<file path="src/rtl/inference_accuracy_monitor.sv">
// Scores inference results against a queue of expected labels.
// Keeps saturating hit/total/invalid/orphan/per-class counters and sticky error flags.
module inference_accuracy_monitor #(
  parameter int unsigned NUM_CLASSES = 10,
  parameter int unsigned LABEL_W     = 4,
  parameter int unsigned FIFO_DEPTH  = 4,
  parameter int unsigned CNT_W       = 16
) (
  input  logic                   clk,
  input  logic                   rst,
  input  logic [LABEL_W-1:0]     label_in,
  input  logic                   label_push,
  output logic                   label_full,
  output logic                   label_empty,
  input  logic                   valid,
  input  logic [NUM_CLASSES-1:0] data_out,
  input  logic                   clear,
  input  logic [LABEL_W-1:0]     class_sel,
  output logic                   pred_valid,
  output logic [LABEL_W-1:0]     pred_class,
  output logic                   pred_hit,
  output logic [CNT_W-1:0]       total_cnt,
  output logic [CNT_W-1:0]       correct_cnt,
  output logic [CNT_W-1:0]       invalid_cnt,
  output logic [CNT_W-1:0]       orphan_cnt,
  output logic [CNT_W-1:0]       class_hit_cnt,
  output logic                   overflow,
  output logic                   drop_err
);

  localparam int unsigned PtrW = $clog2(FIFO_DEPTH);
  localparam int NumCls = int'(NUM_CLASSES);
  localparam logic [PtrW:0] DepthC = (PtrW + 1)'(FIFO_DEPTH);
  localparam logic [LABEL_W-1:0] InvalidClass = LABEL_W'(NUM_CLASSES);
  localparam logic [CNT_W-1:0] CntMax = '1;

  function automatic logic [CNT_W-1:0] sat_inc(input logic [CNT_W-1:0] v);
    return (v == CntMax) ? v : v + CNT_W'(1);
  endfunction

  logic                   valid_q;
  logic [LABEL_W-1:0]     fifo_q [FIFO_DEPTH];
  logic [PtrW-1:0]        wr_ptr_q, rd_ptr_q;
  logic [PtrW:0]          count_q, count_d;
  logic [CNT_W-1:0]       total_q, total_d;
  logic [CNT_W-1:0]       correct_q, correct_d;
  logic [CNT_W-1:0]       invalid_q, invalid_d;
  logic [CNT_W-1:0]       orphan_q, orphan_d;
  logic [CNT_W-1:0]       class_hit_q [NUM_CLASSES];
  logic [CNT_W-1:0]       class_hit_d [NUM_CLASSES];
  logic [CNT_W-1:0]       class_hit_cnt_q, class_hit_cnt_d;
  logic                   overflow_q, overflow_d;
  logic                   drop_err_q, drop_err_d;
  logic                   pred_valid_q;
  logic [LABEL_W-1:0]     pred_class_q, pred_class_d;
  logic                   pred_hit_q;

  logic                   accept, empty, full, pop, push, drop, hit, ovf_evt;
  logic                   dec_onehot;
  logic [LABEL_W-1:0]     dec_class, head;

  assign empty  = (count_q == '0);
  assign full   = (count_q == DepthC);
  assign accept = valid & ~valid_q;
  assign pop    = accept & ~empty;
  // A simultaneous pop frees a slot, so a push into a full queue still lands.
  assign push   = label_push & (~full | pop);
  assign drop   = label_push & full & ~pop;
  assign head   = fifo_q[rd_ptr_q];

  always_comb begin
    dec_onehot = (data_out != '0) && ((data_out & (data_out - NUM_CLASSES'(1))) == '0);
    dec_class  = InvalidClass;
    for (int i = 0; i < NumCls; i++) begin
      if (data_out[i]) dec_class = LABEL_W'(NumCls - 1 - i);
    end
    if (!dec_onehot) dec_class = InvalidClass;
  end

  // Labels >= NUM_CLASSES can never equal a valid decode, so they never hit.
  assign hit = pop & dec_onehot & (dec_class == head);

  always_comb begin
    count_d = count_q;
    unique case ({push, pop})
      2'b10:   count_d = count_q + (PtrW + 1)'(1);
      2'b01:   count_d = count_q - (PtrW + 1)'(1);
      default: count_d = count_q;
    endcase
  end

  always_comb begin
    total_d     = total_q;
    correct_d   = correct_q;
    invalid_d   = invalid_q;
    orphan_d    = orphan_q;
    class_hit_d = class_hit_q;
    ovf_evt     = 1'b0;
    if (pop) begin
      total_d = sat_inc(total_q);
      ovf_evt |= (total_q == CntMax);
    end
    if (hit) begin
      correct_d = sat_inc(correct_q);
      ovf_evt |= (correct_q == CntMax);
    end
    if (pop && !dec_onehot) begin
      invalid_d = sat_inc(invalid_q);
      ovf_evt |= (invalid_q == CntMax);
    end
    if (accept && empty) begin
      orphan_d = sat_inc(orphan_q);
      ovf_evt |= (orphan_q == CntMax);
    end
    for (int c = 0; c < NumCls; c++) begin
      if (hit && head == LABEL_W'(c)) begin
        class_hit_d[c] = sat_inc(class_hit_q[c]);
        ovf_evt |= (class_hit_q[c] == CntMax);
      end
    end
    overflow_d = overflow_q | ovf_evt;
    drop_err_d = drop_err_q | drop;
    if (clear) begin
      total_d     = '0;
      correct_d   = '0;
      invalid_d   = '0;
      orphan_d    = '0;
      class_hit_d = '{default: '0};
      overflow_d  = 1'b0;
      drop_err_d  = 1'b0;
    end
  end

  always_comb begin
    class_hit_cnt_d = '0;
    for (int c = 0; c < NumCls; c++) begin
      if (class_sel == LABEL_W'(c)) class_hit_cnt_d = class_hit_q[c];
    end
  end

  assign pred_class_d = accept ? dec_class : pred_class_q;

  always_ff @(posedge clk) begin
    if (!rst) begin
      valid_q         <= 1'b0;
      wr_ptr_q        <= '0;
      rd_ptr_q        <= '0;
      count_q         <= '0;
      total_q         <= '0;
      correct_q       <= '0;
      invalid_q       <= '0;
      orphan_q        <= '0;
      class_hit_q     <= '{default: '0};
      class_hit_cnt_q <= '0;
      overflow_q      <= 1'b0;
      drop_err_q      <= 1'b0;
      pred_valid_q    <= 1'b0;
      pred_class_q    <= '0;
      pred_hit_q      <= 1'b0;
    end else begin
      valid_q         <= valid;
      if (push) wr_ptr_q <= wr_ptr_q + PtrW'(1);
      if (pop)  rd_ptr_q <= rd_ptr_q + PtrW'(1);
      count_q         <= count_d;
      total_q         <= total_d;
      correct_q       <= correct_d;
      invalid_q       <= invalid_d;
      orphan_q        <= orphan_d;
      class_hit_q     <= class_hit_d;
      class_hit_cnt_q <= class_hit_cnt_d;
      overflow_q      <= overflow_d;
      drop_err_q      <= drop_err_d;
      pred_valid_q    <= accept;
      pred_class_q    <= pred_class_d;
      pred_hit_q      <= hit;
    end
  end

  // Storage needs no reset; occupancy alone decides what is readable.
  always_ff @(posedge clk) begin
    if (rst && push) fifo_q[wr_ptr_q] <= label_in;
  end

  assign label_full    = full;
  assign label_empty   = empty;
  assign pred_valid    = pred_valid_q;
  assign pred_class    = pred_class_q;
  assign pred_hit      = pred_hit_q;
  assign total_cnt     = total_q;
  assign correct_cnt   = correct_q;
  assign invalid_cnt   = invalid_q;
  assign orphan_cnt    = orphan_q;
  assign class_hit_cnt = class_hit_cnt_q;
  assign overflow      = overflow_q;
  assign drop_err      = drop_err_q;

endmodule

</file>
<file path="config.mk">
export PLATFORM = sky130hd
export DESIGN_NAME = inference_accuracy_monitor
export DESIGN_NICKNAME = d
export VERILOG_FILES = /design/src/rtl/inference_accuracy_monitor.sv
export SDC_FILE = /design/constraint.sdc
export NUM_CORES = 1
export LEC_CHECK = 0
export ABC_AREA = 1
export CORE_MARGIN = 2
export CORE_UTILIZATION = 38
export DETAILED_ROUTE_END_ITERATION = 7
export GPL_TIMING_DRIVEN = 0
export SLEW_MARGIN = 20
export SYNTH_ARGS = -nofsm -noshare
export SYNTH_HDL_FRONTEND = slang
export SYNTH_SLANG_ARGS = --single-unit
</file>
<file path="constraint.sdc">
create_clock -name clk -period 2.3 [get_ports clk]
set_input_delay 0.46 -clock clk [delete_from_list [all_inputs] [get_ports clk]]
set_output_delay 0.46 -clock clk [all_outputs]
set_load 0.01 [all_outputs]
</file>
==> results.json <==
{
  "io_buffers": 111,
  "dr_total_vias": 15900,
  "slowest_delay_ps": 300,
  "async_flop_share": 0,
  "initial_utilization": 0.385,
  "grt_pass1_wl_um": 77200,
  "crit_path_top_delay_cell": "dlygate4sd2_1",
  "finalClockSkew_ps": 24.0,
  "pwr-share-comb": 0.085,
  "grt_util_met2": 0.381,
  "die-area_um2": 40900,
  "grt_max_degree": 13,
  "cp.depth": 17,
  "min_to": "count_q[1]$_SDFFE_PN0P_",
  "drive_gt1_frac": 0.182,
  "root_buffer": "clkbuf_16",
  "dieWidth_um": 202,
  "gp_congestion": 0.929,
  "clock_path_buffers": 3,
  "avgSynthCellArea_um2": 6.57,
  "diodes": 0,
  "fin_nets": 2530,
  "rsz0062_at_grt": "yes",
  "ir_drop_uv": 381,
  "holdWs_ps": 390,
  "dp_hpwl_um": 35700,
  "hold_class": "in -> reg",
  "drtIter0Drc": 1331,
  "finalCritPeriodShare": 1.13,
  "path_class": "in -> reg",
  "status": "finished, violations left",
  "use_met3": 0.0447,
  "use_met1": 0.317,
  "cts.sinks": 274,
  "worstPathRequired_ps": 2770,
  "min_delay_path_depth": 3,
  "min_from": "rst",
  "synthDistinctLibCells": 54,
  "critPathLaunchType": "input port",
  "ys.flop_type": "dfxtp_1",
  "pre_cts_slack_ps": -1270,
  "cts_tree": "built",
  "pwr-share-seq": 0.434,
  "top_usage_layer": "met2",
  "wl_um": 49800,
  "final-seq-area_um2": 5650,
  "yosys-top-cells-area": "dfxtp_1 (35%), nand2_1 (12%), nor2_1 (8.6%)",
  "stdcell_count": 3029,
  "ff2ff_path_depth": 16,
  "worstSkewPairLatency_ps": 550,
  "io-pin-count": 113,
  "max_clock_freq_mhz": 386,
  "violations": "setup timing",
  "vias_per_cell": 5.25,
  "path_buf_inv": 5,
  "drcViolationCount": 0,
  "ys_seq_elements": 274,
  "path_cells": "dlygate4sd2_1 -> nor2_2 -> nand2_1 -> buf_4 -> nor2_4 -> inv_1 -> nand2_2 -> nand4_1 -> nor2_4 -> nand2_4 -> nor2_8 -> buf_6 -> nand4_4 -> buf_4 -> nor3_1 -> o21ai_0 -> nor2_1",
  "synthCells": 2271,
  "coreArea_um2": 38700,
  "tns_ps": -18430,
  "place_area_um2": 16700,
  "track_usage": 0.236,
  "worst_pin_slew_ps": 1250,
  "critPathLaunch": "data_out[6]",
  "cell_internal_pwr_w": 0.00843,
  "clock_power_share": 0.481,
  "wl_per_cell_um": 16.4,
  "antenna_found_initial": 0,
  "r2r_setup_slack_ps": -270,
  "crit_fanout": 11,
  "syn_nets": 2313,
  "grt_pass1_vias": 14600,
  "seq_area_frac_synth": 0.378,
  "syn_area_um2": 14900,
  "setup_viol": 153,
  "slew_headroom": 0.164,
  "dp.cells": 2900,
  "drt_pass1_iterations": 6,
  "yosysWarnings": 0,
  "yosys-top-cells-count": "nand2_1 (463), nor2_1 (340), inv_1 (335)",
  "synth_top_area_cell": "dfxtp_1",
  "syn_to_final_growth_pct": 35.0,
  "drv_cap": 0,
  "powerDensity_nw_per_um2": 557,
  "worst_slack_ps": -290,
  "synth_top_area_frac": 0.346,
  "die_h_um": 202,
  "critical_path_arrival_ps": 3060,
  "post-synth-top-count-cell": "nand2_1",
  "rows": 72,
  "endpoint_kind": "register",
  "postRouteAntennaNets": 0,
  "gr-total-overflow": 0,
  "clk_pin_slew_ps": 60,
  "cp_top_family": "simple AND/OR/NAND/NOR gates",
  "num-fill-cells": 3757,
  "hold_viol_final": 0,
  "synth_enable_flop_cells": 16,
  "htreeDepth": 2,
  "leakage_nw": 7.11,
  "finalInstanceArea_um2": 20200,
  "cts_hold_buf": 0,
  "numCtsBuffers": 34,
  "final.min_clock_period_ps": 2590,
  "switching_power_w": 0.00280,
  "slew_viol_final": 0,
  "sw_frac_of_total": 0.249,
  "multi_input_area_um2": 9210,
  "r2r-end": "class_hit_q[121]$_SDFFE_PP0P_"
}
[worst min-delay path: stages]
cell and delay, ps:
clkbuf_1 220, o21ai_0 140, a21oi_1 50
[timing repair]
| item | 4_1_cts | 5_1_grt |
|---|---|---|
| pin swaps | 52 | 98 |
| endpoints found under the setup margin | 213 | 213 |
| cloned | 11 | 2 |
| gates resized for setup | 233 | 263 |
| setup buffers | 38 | 21 |
[per-stage QoR]
step | util | total power [W]
after CTS | 0.492 | 0.0113
after floorplan | - | 0.00540
after global placement | 0.432 | 0.00569
final | 0.520 | 0.0112
after detailed placement | 0.432 | 0.00571
after global routing | 0.520 | 0.0116
[power groups by stage]
stage	clock network, W	registers (W)	logic, W
2_1_floorplan	0	0.00497	0.000434
3_3_place_gp	0	0.00497	0.000726
3_5_place_dp	0	0.00497	0.000739
4_1_cts	0.00552	0.00487	0.000887
5_1_grt	0.00573	0.00488	0.00103
6_report	0.00540	0.00488	0.000949
[layout by cell type, fill, tap and decap left out, types with 26 or more instances in the layout]
cell / instances
a21oi_1: 138
buf_4: 37
buf_6: 32
clkbuf_1: 26
clkbuf_16: 38
clkdlybuf4s50_1: 97
dfxtp_1: 253
inv_1: 320
nand2_1: 422
nand2_2: 33
nand3_1: 122
nand3_2: 36
nand4_1: 53
nor2_1: 279
nor2_2: 27
nor2_4: 59
nor3_1: 74
o21ai_0: 88
[final cells by class]
type                    instances  area share
multi-input cells            1604       0.457
flip-flops and latches        274       0.281
repair buffers                179      0.0904
inverters                     342      0.0671
clock buffers                  51      0.0525
well taps                     518      0.0322
plain buffers                  52      0.0169
clock inverters                 8     0.00310
repair inverters                1    0.000372
[how the worst max path moves through the flow]
stage | slack [ps] | end
final | -290 | class_hit_q[121]$_SDFFE_PP0P_
after floorplan | -9 | class_hit_q[127]$_SDFFE_PP0P_
after global routing | -380 | class_hit_q[69]$_SDFFE_PP0P_
after detailed placement | -1270 | class_hit_q[3]$_SDFFE_PP0P_
after global placement | -1270 | class_hit_q[3]$_SDFFE_PP0P_
after CTS | -160 | class_hit_q[95]$_SDFFE_PP0P_
[kinds of logic after synthesis]
group	count (synthesis)	synth area share
XOR/XNOR	30	0.0176
AND/OR/NAND/NOR	1200	0.355
buffers and inverters	396	0.104
AO/OA/AOI/OAI	352	0.129
adder cells (fa/ha/maj)	19	0.0164
flip-flops	274	0.378
[registers in the layout (all words and copies together), names as in the netlist, named ones only]
| register | cells |
|---|---|
| valid_q | 1 |
| pred_valid | 1 |
| pred_class | 4 |
| class_hit_q | 160 |
| class_hit_cnt | 16 |
| overflow | 1 |
| drop_err | 1 |
| orphan_cnt | 16 |
| fifo_q | 16 |
| wr_ptr_q | 2 |
| invalid_cnt | 16 |
| correct_cnt | 16 |
| count_q | 3 |
| total_cnt | 16 |
| pred_hit | 1 |
| rd_ptr_q | 2 |
[per-layer routing]
metal	up-vias	wire length [um]
li1	7882	-
met4	0	1430
met5	-	0
met1	7438	21900
met3	98	3390
met2	499	23100
No activity file was read; power rests on OpenSTA's default activity.
